## config.mk

```make
export PLATFORM = sky130hd
export DESIGN_NAME = bridge_cmd_mailbox_flat
export DESIGN_NICKNAME = d
export VERILOG_FILES = /design/src/rtl/bridge_pkg.sv /design/src/rtl/bridge_driver_if.sv /design/src/rtl/bridge_mailbox_regs.sv /design/src/rtl/bridge_cmd_mailbox.sv /design/src/flat_wrapper.sv
export SDC_FILE = /design/constraint.sdc
export NUM_CORES = 2
export LEC_CHECK = 0
export ABC_CLOCK_PERIOD_IN_PS = 11800
export CORE_ASPECT_RATIO = 1.5
export CORE_MARGIN = 5
export CORE_UTILIZATION = 50
export DETAILED_ROUTE_END_ITERATION = 12
export PLACE_DENSITY = 0.83
export SYNTH_ARGS = -nofsm -noshare
export SYNTH_HDL_FRONTEND = slang
export SYNTH_HIERARCHICAL = 1
export SYNTH_SLANG_ARGS = --single-unit
```

## constraint.sdc

```tcl
create_clock -name clk -period 11.8 [get_ports clk]
set_input_delay 3.54 -clock clk [delete_from_list [all_inputs] [get_ports clk]]
set_output_delay 3.54 -clock clk [all_outputs]
set_load 0.01 [all_outputs]
```

## src/rtl/bridge_pkg.sv

```systemverilog
// Shared constants, address map and state type for the bridge command mailbox.
// Used by bridge_cmd_mailbox and bridge_mailbox_regs.
package bridge_pkg;

   localparam logic [15:0] CMD_MAGIC      = 16'h434D;
   localparam logic [15:0] STATUS_OK      = 16'h6F6B;
   localparam logic [15:0] STATUS_BUSY    = 16'h6275;
   localparam logic [15:0] RESULT_TIMEOUT = 16'hFFFF;

   localparam int          NUM_WORDS  = 8;
   localparam logic [7:0]  OFF_CMD    = 8'h00;
   localparam logic [7:0]  OFF_PARAM  = 8'h20;
   localparam logic [7:0]  OFF_RESP   = 8'h40;

   typedef enum logic [1:0] {
      IDLE  = 2'd0,
      ISSUE = 2'd1,
      WAIT  = 2'd2,
      DONE  = 2'd3
   } mailbox_state_e;

   // Word-aligned offsets inside the 32-byte PARAM / RESP windows only.
   function automatic logic is_param_off(input logic [7:0] off);
      return (off[7:5] == OFF_PARAM[7:5]) && (off[1:0] == 2'b00);
   endfunction

   function automatic logic is_resp_off(input logic [7:0] off);
      return (off[7:5] == OFF_RESP[7:5]) && (off[1:0] == 2'b00);
   endfunction

   function automatic logic [2:0] word_idx(input logic [7:0] off);
      return off[4:2];
   endfunction

endpackage

```

## src/rtl/bridge_driver_if.sv

```systemverilog
// Transaction interface between the command mailbox (driver) and bridge_cmd (handler).
interface bridge_driver_if;

   logic             clk;
   logic             valid;
   logic [15:0]      word;
   logic [7:0][31:0] param;
   logic             done;
   logic [15:0]      result;
   logic [7:0][31:0] response;

   modport driver (
      output clk, valid, word, param,
      input  done, result, response
   );

   modport handler (
      input  clk, valid, word, param,
      output done, result, response
   );

endinterface

```

## src/rtl/bridge_mailbox_regs.sv

```systemverilog
// PARAM/RESP register file of the command mailbox plus its registered read mux.
module bridge_mailbox_regs
   import bridge_pkg::*;
(
   input  logic                       clk,
   input  logic                       reset,
   input  logic                       wr_en,
   input  logic                       rd_en,
   input  logic [7:0]                 offset,
   input  logic [31:0]                wr_data,
   input  logic                       param_wr_allow,
   input  logic                       resp_load,
   input  logic                       resp_clear,
   input  logic [NUM_WORDS-1:0][31:0] resp_in,
   input  logic [31:0]                status_val,
   output logic [NUM_WORDS-1:0][31:0] param_out,
   output logic [31:0]                rd_data
);

   logic [31:0] param_q [NUM_WORDS];
   logic [31:0] param_d [NUM_WORDS];
   logic [31:0] resp_q  [NUM_WORDS];
   logic [31:0] resp_d  [NUM_WORDS];
   logic [31:0] rd_data_q, rd_data_d;
   logic        param_hit;

   assign param_hit = wr_en && param_wr_allow && is_param_off(offset);

   for (genvar gi = 0; gi < NUM_WORDS; gi++) begin : g_word
      assign param_d[gi]   = (param_hit && (word_idx(offset) == 3'(gi))) ? wr_data : param_q[gi];
      assign resp_d[gi]    = resp_clear ? 32'h0 :
                             resp_load  ? resp_in[gi] : resp_q[gi];
      assign param_out[gi] = param_q[gi];
   end

   // Reads sample the registers before any same-cycle write lands.
   always_comb begin
      rd_data_d = rd_data_q;
      if (rd_en) begin
         if (offset == OFF_CMD) begin
            rd_data_d = status_val;
         end else if (is_param_off(offset)) begin
            rd_data_d = param_q[word_idx(offset)];
         end else if (is_resp_off(offset)) begin
            rd_data_d = resp_q[word_idx(offset)];
         end else begin
            rd_data_d = 32'h0;
         end
      end
   end

   always_ff @(posedge clk) begin
      if (reset) begin
         for (int i = 0; i < NUM_WORDS; i++) begin
            param_q[i] <= 32'h0;
            resp_q[i]  <= 32'h0;
         end
         rd_data_q <= 32'h0;
      end else begin
         for (int i = 0; i < NUM_WORDS; i++) begin
            param_q[i] <= param_d[i];
            resp_q[i]  <= resp_d[i];
         end
         rd_data_q <= rd_data_d;
      end
   end

   assign rd_data = rd_data_q;

endmodule

```

## src/rtl/bridge_cmd_mailbox.sv

```systemverilog
// Host command mailbox: decodes bridge writes, issues one bridge_cmd transaction per command.
// Optional WAIT watchdog enabled by defining BRIDGE_CMD_MAILBOX_TIMEOUT_EN.
module bridge_cmd_mailbox
   import bridge_pkg::*;
#(
   parameter logic [31:0] BASE_ADDR      = 32'hF800_0000,
   parameter int unsigned TIMEOUT_CYCLES = 2**24
)(
   input  logic            clk,
   input  logic            reset,
   input  logic [31:0]     bridge_addr,
   input  logic            bridge_wr,
   input  logic [31:0]     bridge_wr_data,
   input  logic            bridge_rd,
   output logic [31:0]     bridge_rd_data,
   bridge_driver_if.driver cmd,
   output logic            overrun
);

   mailbox_state_e             state_q, state_d;
   logic [15:0]                word_q, word_d;
   logic [NUM_WORDS-1:0][31:0] snap_q, snap_d;
   logic [15:0]                result_q, result_d;
   logic                       overrun_q, overrun_d;

   logic                       in_win;
   logic [7:0]                 offset;
   logic                       wr_hit;
   logic                       rd_hit;
   logic                       cmd_wr;
   logic                       busy;
   logic                       resp_load;
   logic                       resp_clear;
   logic                       timeout_hit;
   logic [31:0]                status_val;
   logic [NUM_WORDS-1:0][31:0] param_words;

   assign in_win = (bridge_addr[31:8] == BASE_ADDR[31:8]);
   assign offset = bridge_addr[7:0];
   assign wr_hit = bridge_wr && in_win;
   assign rd_hit = bridge_rd && in_win;
   assign cmd_wr = wr_hit && (offset == OFF_CMD) && (bridge_wr_data[31:16] == CMD_MAGIC);
   assign busy   = (state_q == ISSUE) || (state_q == WAIT);

`ifdef BRIDGE_CMD_MAILBOX_TIMEOUT_EN
   localparam int               CNT_W    = $clog2(TIMEOUT_CYCLES) + 1;
   localparam logic [CNT_W-1:0] CNT_LAST = CNT_W'(TIMEOUT_CYCLES - 1);

   logic [CNT_W-1:0] wdog_cnt_q, wdog_cnt_d;

   // ISSUE always precedes WAIT, so clearing there zeroes the count on WAIT entry.
   always_comb begin
      wdog_cnt_d = wdog_cnt_q;
      if (state_q == ISSUE) begin
         wdog_cnt_d = '0;
      end else if (state_q == WAIT) begin
         wdog_cnt_d = wdog_cnt_q + CNT_W'(1);
      end
   end

   always_ff @(posedge clk) begin
      if (reset) begin
         wdog_cnt_q <= '0;
      end else begin
         wdog_cnt_q <= wdog_cnt_d;
      end
   end

   assign timeout_hit = (state_q == WAIT) && (wdog_cnt_q == CNT_LAST);
`else
   assign timeout_hit = 1'b0;
`endif

   always_comb begin
      state_d    = state_q;
      word_d     = word_q;
      snap_d     = snap_q;
      result_d   = result_q;
      overrun_d  = overrun_q;
      resp_load  = 1'b0;
      resp_clear = 1'b0;
      unique case (state_q)
         IDLE, DONE: begin
            if (cmd_wr) begin
               state_d = ISSUE;
               word_d  = bridge_wr_data[15:0];
               snap_d  = param_words;
            end
         end
         ISSUE: begin
            state_d = WAIT;
            if (cmd_wr) overrun_d = 1'b1;
         end
         WAIT: begin
            if (cmd_wr) overrun_d = 1'b1;
            if (cmd.done) begin
               result_d  = cmd.result;
               resp_load = 1'b1;
               state_d   = DONE;
            end else if (timeout_hit) begin
               result_d   = RESULT_TIMEOUT;
               resp_clear = 1'b1;
               state_d    = DONE;
            end
         end
         default: state_d = IDLE;
      endcase
   end

   always_ff @(posedge clk) begin
      if (reset) begin
         state_q   <= IDLE;
         word_q    <= 16'h0;
         snap_q    <= '0;
         result_q  <= 16'h0;
         overrun_q <= 1'b0;
      end else begin
         state_q   <= state_d;
         word_q    <= word_d;
         snap_q    <= snap_d;
         result_q  <= result_d;
         overrun_q <= overrun_d;
      end
   end

   always_comb begin
      status_val = 32'h0;
      unique case (state_q)
         ISSUE, WAIT: status_val = {STATUS_BUSY, word_q};
         DONE:        status_val = {STATUS_OK, result_q};
         default:     status_val = 32'h0;
      endcase
   end

   bridge_mailbox_regs u_regs (
      .clk            (clk),
      .reset          (reset),
      .wr_en          (wr_hit),
      .rd_en          (rd_hit),
      .offset         (offset),
      .wr_data        (bridge_wr_data),
      .param_wr_allow (!busy),
      .resp_load      (resp_load),
      .resp_clear     (resp_clear),
      .resp_in        (cmd.response),
      .status_val     (status_val),
      .param_out      (param_words),
      .rd_data        (bridge_rd_data)
   );

   assign cmd.clk   = clk;
   assign cmd.valid = (state_q == ISSUE);
   assign cmd.word  = word_q;
   assign cmd.param = snap_q;
   assign overrun   = overrun_q;

endmodule

```

## src/flat_wrapper.sv

```systemverilog
// flat-port wrapper written by rule: the top's interface ports become plain ports
module bridge_cmd_mailbox_flat import bridge_pkg::*;
#(
   parameter logic [31:0] BASE_ADDR      = 32'hF800_0000,
   parameter int unsigned TIMEOUT_CYCLES = 2**24
)
  (clk, reset, bridge_addr, bridge_wr, bridge_wr_data, bridge_rd, bridge_rd_data, overrun, cmd_clk, cmd_valid, cmd_word, cmd_param, cmd_done, cmd_result, cmd_response);
  bridge_driver_if cmd_i ();
  input  logic clk;
  input  logic reset;
  input  logic [31:0] bridge_addr;
  input  logic bridge_wr;
  input  logic [31:0] bridge_wr_data;
  input  logic bridge_rd;
  output logic [31:0] bridge_rd_data;
  output logic overrun;
  output wire logic [$bits(cmd_i.clk)-1:0] cmd_clk;
  output wire logic [$bits(cmd_i.valid)-1:0] cmd_valid;
  output wire logic [$bits(cmd_i.word)-1:0] cmd_word;
  output wire logic [$bits(cmd_i.param)-1:0] cmd_param;
  input wire logic [$bits(cmd_i.done)-1:0] cmd_done;
  input wire logic [$bits(cmd_i.result)-1:0] cmd_result;
  input wire logic [$bits(cmd_i.response)-1:0] cmd_response;
  assign cmd_clk = cmd_i.clk;
  assign cmd_valid = cmd_i.valid;
  assign cmd_word = cmd_i.word;
  assign cmd_param = cmd_i.param;
  assign cmd_i.done = cmd_done;
  assign cmd_i.result = cmd_result;
  assign cmd_i.response = cmd_response;
  bridge_cmd_mailbox #(.BASE_ADDR(BASE_ADDR), .TIMEOUT_CYCLES(TIMEOUT_CYCLES)) u_core (.clk(clk), .reset(reset), .bridge_addr(bridge_addr), .bridge_wr(bridge_wr), .bridge_wr_data(bridge_wr_data), .bridge_rd(bridge_rd), .bridge_rd_data(bridge_rd_data), .cmd(cmd_i), .overrun(overrun));
endmodule
```

# Word level (Yosys, flattened, before mapping)
# Memory sizes are Yosys's and may differ from the RTL's.
# Index checks and enable logic that the tools add are counted.
[op_classes] eq_ne=17 n_mux=44 bitwise_logic=16 n_reduce_logical=29
[ops] cell="$mux 32" n=35
[ops] cell="$pmux 31 s2" n=1
[ops] cell="$eq 24x24->1 const B" n=1
[ops] cell="$eq 16x15->1 const B" n=1
[ops] cell="$logic_and 1x1->1" n=16
[ops] cell="$or 1x1->1" n=16
[ops] cell="$eq 3x3->1 const B" n=4
[ops] cell="$reduce_and 2->1" n=5
[ops] cell="$eq 3x2->1 const B" n=3
[ops] cell="$logic_not 8->1" n=1
[ops] cell="$eq 3x1->1 const B" n=2
[ops] cell="$pmux 2 s3" n=1
[ops] cell="$mux 1" n=5
[ops] cell="$eq 2x2->1 const B" n=2
[ops] cell="$logic_not 2->1" n=2
[ops] cell="$mux 2" n=2
[ops] cell="$reduce_or 2->1" n=2
[ops] cell="$logic_not 3->1" n=1
[ops] cell="$eq 2x1->1 const B" n=1
[ops] cell="$ne 2x1->1 const B" n=1
[ops] cell="$ne 2x2->1 const B" n=1
[ops] cell="$logic_not 1->1" n=1
[ops] cell="$logic_or 1x1->1" n=1
[ops] cell="$ne 1x1->1 const B" n=1
[totals] ff_bits=323 mem_bits_rw=512 out_inout_bits=307 mem_count=2
[mem_list] name="u_core.u_regs.param_q" words=8 width=32 rd=9 rd_clocked_by_memory_dff=0 write_ports=8 line_no="bridge_mailbox_regs.sv:20" text="logic [31:0] param_q [NUM_WORDS];"
[mem_list] name="u_core.u_regs.resp_q" words=8 width=32 rd=1 rd_clocked_by_memory_dff=0 write_ports=8 line_no="bridge_mailbox_regs.sv:22" text="logic [31:0] resp_q [NUM_WORDS];"

# Depth between registers and ports, before layout
[logic_depth] ltp_word=8 ltp_mapped=10

# Modules after synthesis
# Netlist, hierarchy kept.
[by_module_without_submodules] module="bridge_mailbox_regs" n_inst=1 cells_per_inst=1984 area_per_inst_um2=24573.6
[by_module_without_submodules] module="bridge_cmd_mailbox" n_inst=1 cells_per_inst=1371 area_per_inst_um2=12593.3

==> Flow_metrics.wiki <==
{| class="wikitable"
! Metric !! Value
|-
| Run status || finished clean
|-
| Post-place setup slack || 1910 ps
|-
| Final clock skew || 17.2 ps
|-
| Leakage power summed over all cells || 17.4 nW
|-
| Average wire per standard cell || 25.9 um
|-
| Number of primary I/O pins || 648
|-
| Combinational cell fraction of total power || 8.7%
|-
| Sum of negative setup slack || 0 ps
|-
| Routed vias || 27900
|-
| Synthesized area per cell || 11.1 um^2
|-
| Launch point of the worst path || clk
|-
| Final count of hold timing violations || 0
|-
| Post-route setup slack || 1640 ps
|-
| Number of antenna-violating nets in the routed design || 0
|-
| Clock power frac || 42.3%
|-
| Kind of critical path || clock port to primary output
|-
| Final HPWL DP || 89000 um
|-
| Maximum capacitance violations || 0
|-
| Final weighted congestion in routability-driven placement || 0.877
|-
| Crit. End Element || primary output
|-
| Synthesized flop and latch total || 835
|-
| Worst-skew pair later-pin latency || 750 ps
|-
| Clock Pin Slew Worst Setup and Hold Paths || 60 ps
|-
| Count of synthesis-stage warnings from yosys || 6
|-
| Die H || 344 um
|-
| Hold crit path type || flop to flop
|-
| Largest net degree at the start of global routing || 176
|-
| Kind of launch point of the worst setup path || clock port
|-
| Clock tree from TritonCTS || yes
|-
| Number of buffer cells added on primary ports || 647
|-
| Fraction of the yosys area taken by sequential cells || 51.9%
|-
| Count of buffers added by post-CTS timing repair for setup || 0
|-
| Number of buffers added to fix hold violations after cts || 0
|-
| Core Box Area || 73700 um^2
|-
| Area enclosed by the die boundary || 80000 um^2
|-
| Initial standard-cell utilization of the core || 50.4%
|-
| Post-detailed-routing wire length || 125000 um
|-
| Number of rows in the core area || 122
|-
| Post-synth top flop || dfxtp_1
|-
| Initial antenna violation count || 22
|-
| Pin slew with the least headroom to its limit || 1170 ps
|-
| Overall fraction of global-route tracks in use || 30.2%
|-
| Net switching component of the power || 0.00148 W
|-
| Number of max-slew violations in the final report || 0
|-
| Worst r2r path cells || 6
|-
| Layout net count || 4133
|-
| Share of total power consumed by net switching || 23.2%
|-
| Layout overhead on the synthesized area || 24.7%
|-
| Horiz. Die Dim || 233 um
|-
| First-pass GRT wire length || 180000 um
|-
| Gates resized, CTS repair || 0
|-
| Final setup violating endpoints || 0
|-
| Number of flops mapped to enable cells by yosys || 256
|-
| Termination of the worst setup path || cmd_clk
|-
| Worst reg2reg setup slack || 7500 ps
|-
| Number of cells produced by synthesis || 3355
|-
| Post-route DRC violation count || 0
|-
| DRC violation total after the first TritonRoute iteration || 2506
|-
| Worst reg2reg path startpoint || u_core/state_q[0]
|-
| Power Dens Cells || 137 nW/um^2
|-
| Setup repair after global routing missed its margin || false
|-
| Signal arrival time at the worst endpoint || 6620 ps
|-
| GRT Residual Overflow || 0
|-
| Share of flip-flops with an asynchronous set or reset || 0%
|-
| VDD IR max || 0.133 mV
|-
| Avg Vias per Cell || 5.76
|-
| Pint || 0.00489 W
|-
| Fraction of final layout cells sized beyond drive strength 1 || 11.1%
|-
| Remaining max-slew budget at the tightest pin || 22.1%
|-
| Worst hold start || u_core/result_q[14]
|-
| Required arrival time at the worst endpoint || 8260 ps
|-
| Area of the mapped netlist || 37200 um^2
|-
| Count of distinct cell types in the synthesized netlist || 56
|-
| Reg2reg end || u_core/u_regs/resp_q[1][20]
|-
| Detailed-router iteration count before antenna repair || 7
|-
| Vias in the first global route || 27300
|-
| Power, Total || 0.00636 W
|-
| Portion of total power attributed to sequential cells || 49.0%
|-
| Maximum net fanout on the critical path || 2
|}
[power by group through the flow]
stage	combinational (W)	sequential, W	clock [W]
after floorplan	0.000318	0.00318	0.00000698
after global placement	0.000541	0.00317	0.00000862
after detailed placement	0.000547	0.00318	0.00000862
after CTS	0.000549	0.00312	0.00273
after global routing	0.000582	0.00312	0.00285
final	0.000550	0.00312	0.00269
[sequential cells by signal, indices dropped and copies added (netlist names)]
signal / flops
u_core/cmd.param: 256
u_core/u_regs/param_q: 256
u_core/u_regs/resp_q: 256
u_core/u_regs/rd_data: 32
u_core/cmd.word: 16
u_core/result_q: 16
u_core/state_q: 2
u_core/overrun: 1
[metrics by stage]
step	instances	cell area, um^2	hold WS, ps	utilization, %
finish	4850	46300	457	62.9
global placement	4696	43600	442	59.1
detailed placement	4696	43600	447	59.1
floorplan	3359	37200	436	-
CTS	4840	46300	457	62.8
global route	4846	46300	478	62.8
[per-layer routing]
layer | GRT usage (%) | wire, um | share of wire [%]
met1 | 35.4 | 46000 | 37
met2 | 50.3 | 61000 | 49
met3 | 6.69 | 9600 | 7.7
met4 | 18.9 | 8850 | 7.1
met5 | 0 | 68 | 0.054
[cell families (layout without fill, tap and decap cells)]
group	Yosys count	after routing	synth area share, %
compound gates	430	430	7.52
flops	835	835	51.9
mux	423	423	15.4
other cells	1	15	0.0101
fa+ha+maj	6	6	0.202
buf+inv	343	832	4.47
simple gates	1317	1317	20.6
[critical path, cell delays in order]
cell and delay [ps]:
clkbuf_16 120, clkbuf_16 130, clkdlybuf4s50_1 470
[synth_stat cells (all sizes together) (4+ instances only)]
cell type | number | area share [%]
a2111oi | 12 | 0.39
a21oi | 70 | 0.94
a221oi | 17 | 0.52
a22oi | 30 | 0.61
a31oi | 4 | 0.067
and2 | 69 | 1.2
and3 | 194 | 3.3
buf | 86 | 1.9
clkbuf | 250 | 2.5
dfxtp | 579 | 31
edfxtp | 256 | 21
ha | 6 | 0.20
inv | 5 | 0.051
mux2 | 41 | 1.2
mux2i | 268 | 7.2
mux4 | 114 | 6.9
nand2 | 124 | 1.3
nand2b | 275 | 4.6
nand3 | 12 | 0.16
nand3b | 274 | 5.5
nand4 | 5 | 0.084
nor2 | 288 | 2.9
nor2b | 7 | 0.12
nor3 | 33 | 0.44
nor4 | 7 | 0.34
o21ai | 272 | 4.5
o21bai | 8 | 0.16
o31ai | 13 | 0.26
or3 | 10 | 0.17
or4 | 4 | 0.091
or4b | 4 | 0.11
[cell type report]
type	instances	area, um^2
clock buffers	108	2320
flip-flops and latches	835	19300
multi-input cells	2181	16300
repair buffers	680	6770
diodes	10	25.0
clock inverters	37	422
inverters	7	28.8
well taps	992	1240
fillers	5708	27400
[how the worst min path moves through the flow]
stage,end,slack [ps],depth (start not counted)
final,u_core/result_q[14],460,2
after CTS,u_core/result_q[11],460,2
after floorplan,u_core/result_q[15],440,2
after detailed placement,u_core/result_q[1],450,2
after global routing,u_core/result_q[2],480,2
after global placement,u_core/result_q[15],440,2
[cells in the final DEF (no fill, tap or decap), types with 80 or more instances in the layout]
cell type,synthesis,final
nand2b_1,275,275
and3_1,194,193
nand3b_1,274,274
nand2_1,124,124
nor2_1,288,286
o21ai_0,192,192
clkbuf_16,0,84
edfxtp_1,256,256
clkdlybuf4s50_1,0,643
mux4_2,114,114
mux2i_1,268,268
o21ai_2,80,80
dfxtp_1,579,579
No activity file was read; power rests on OpenSTA's default activity.
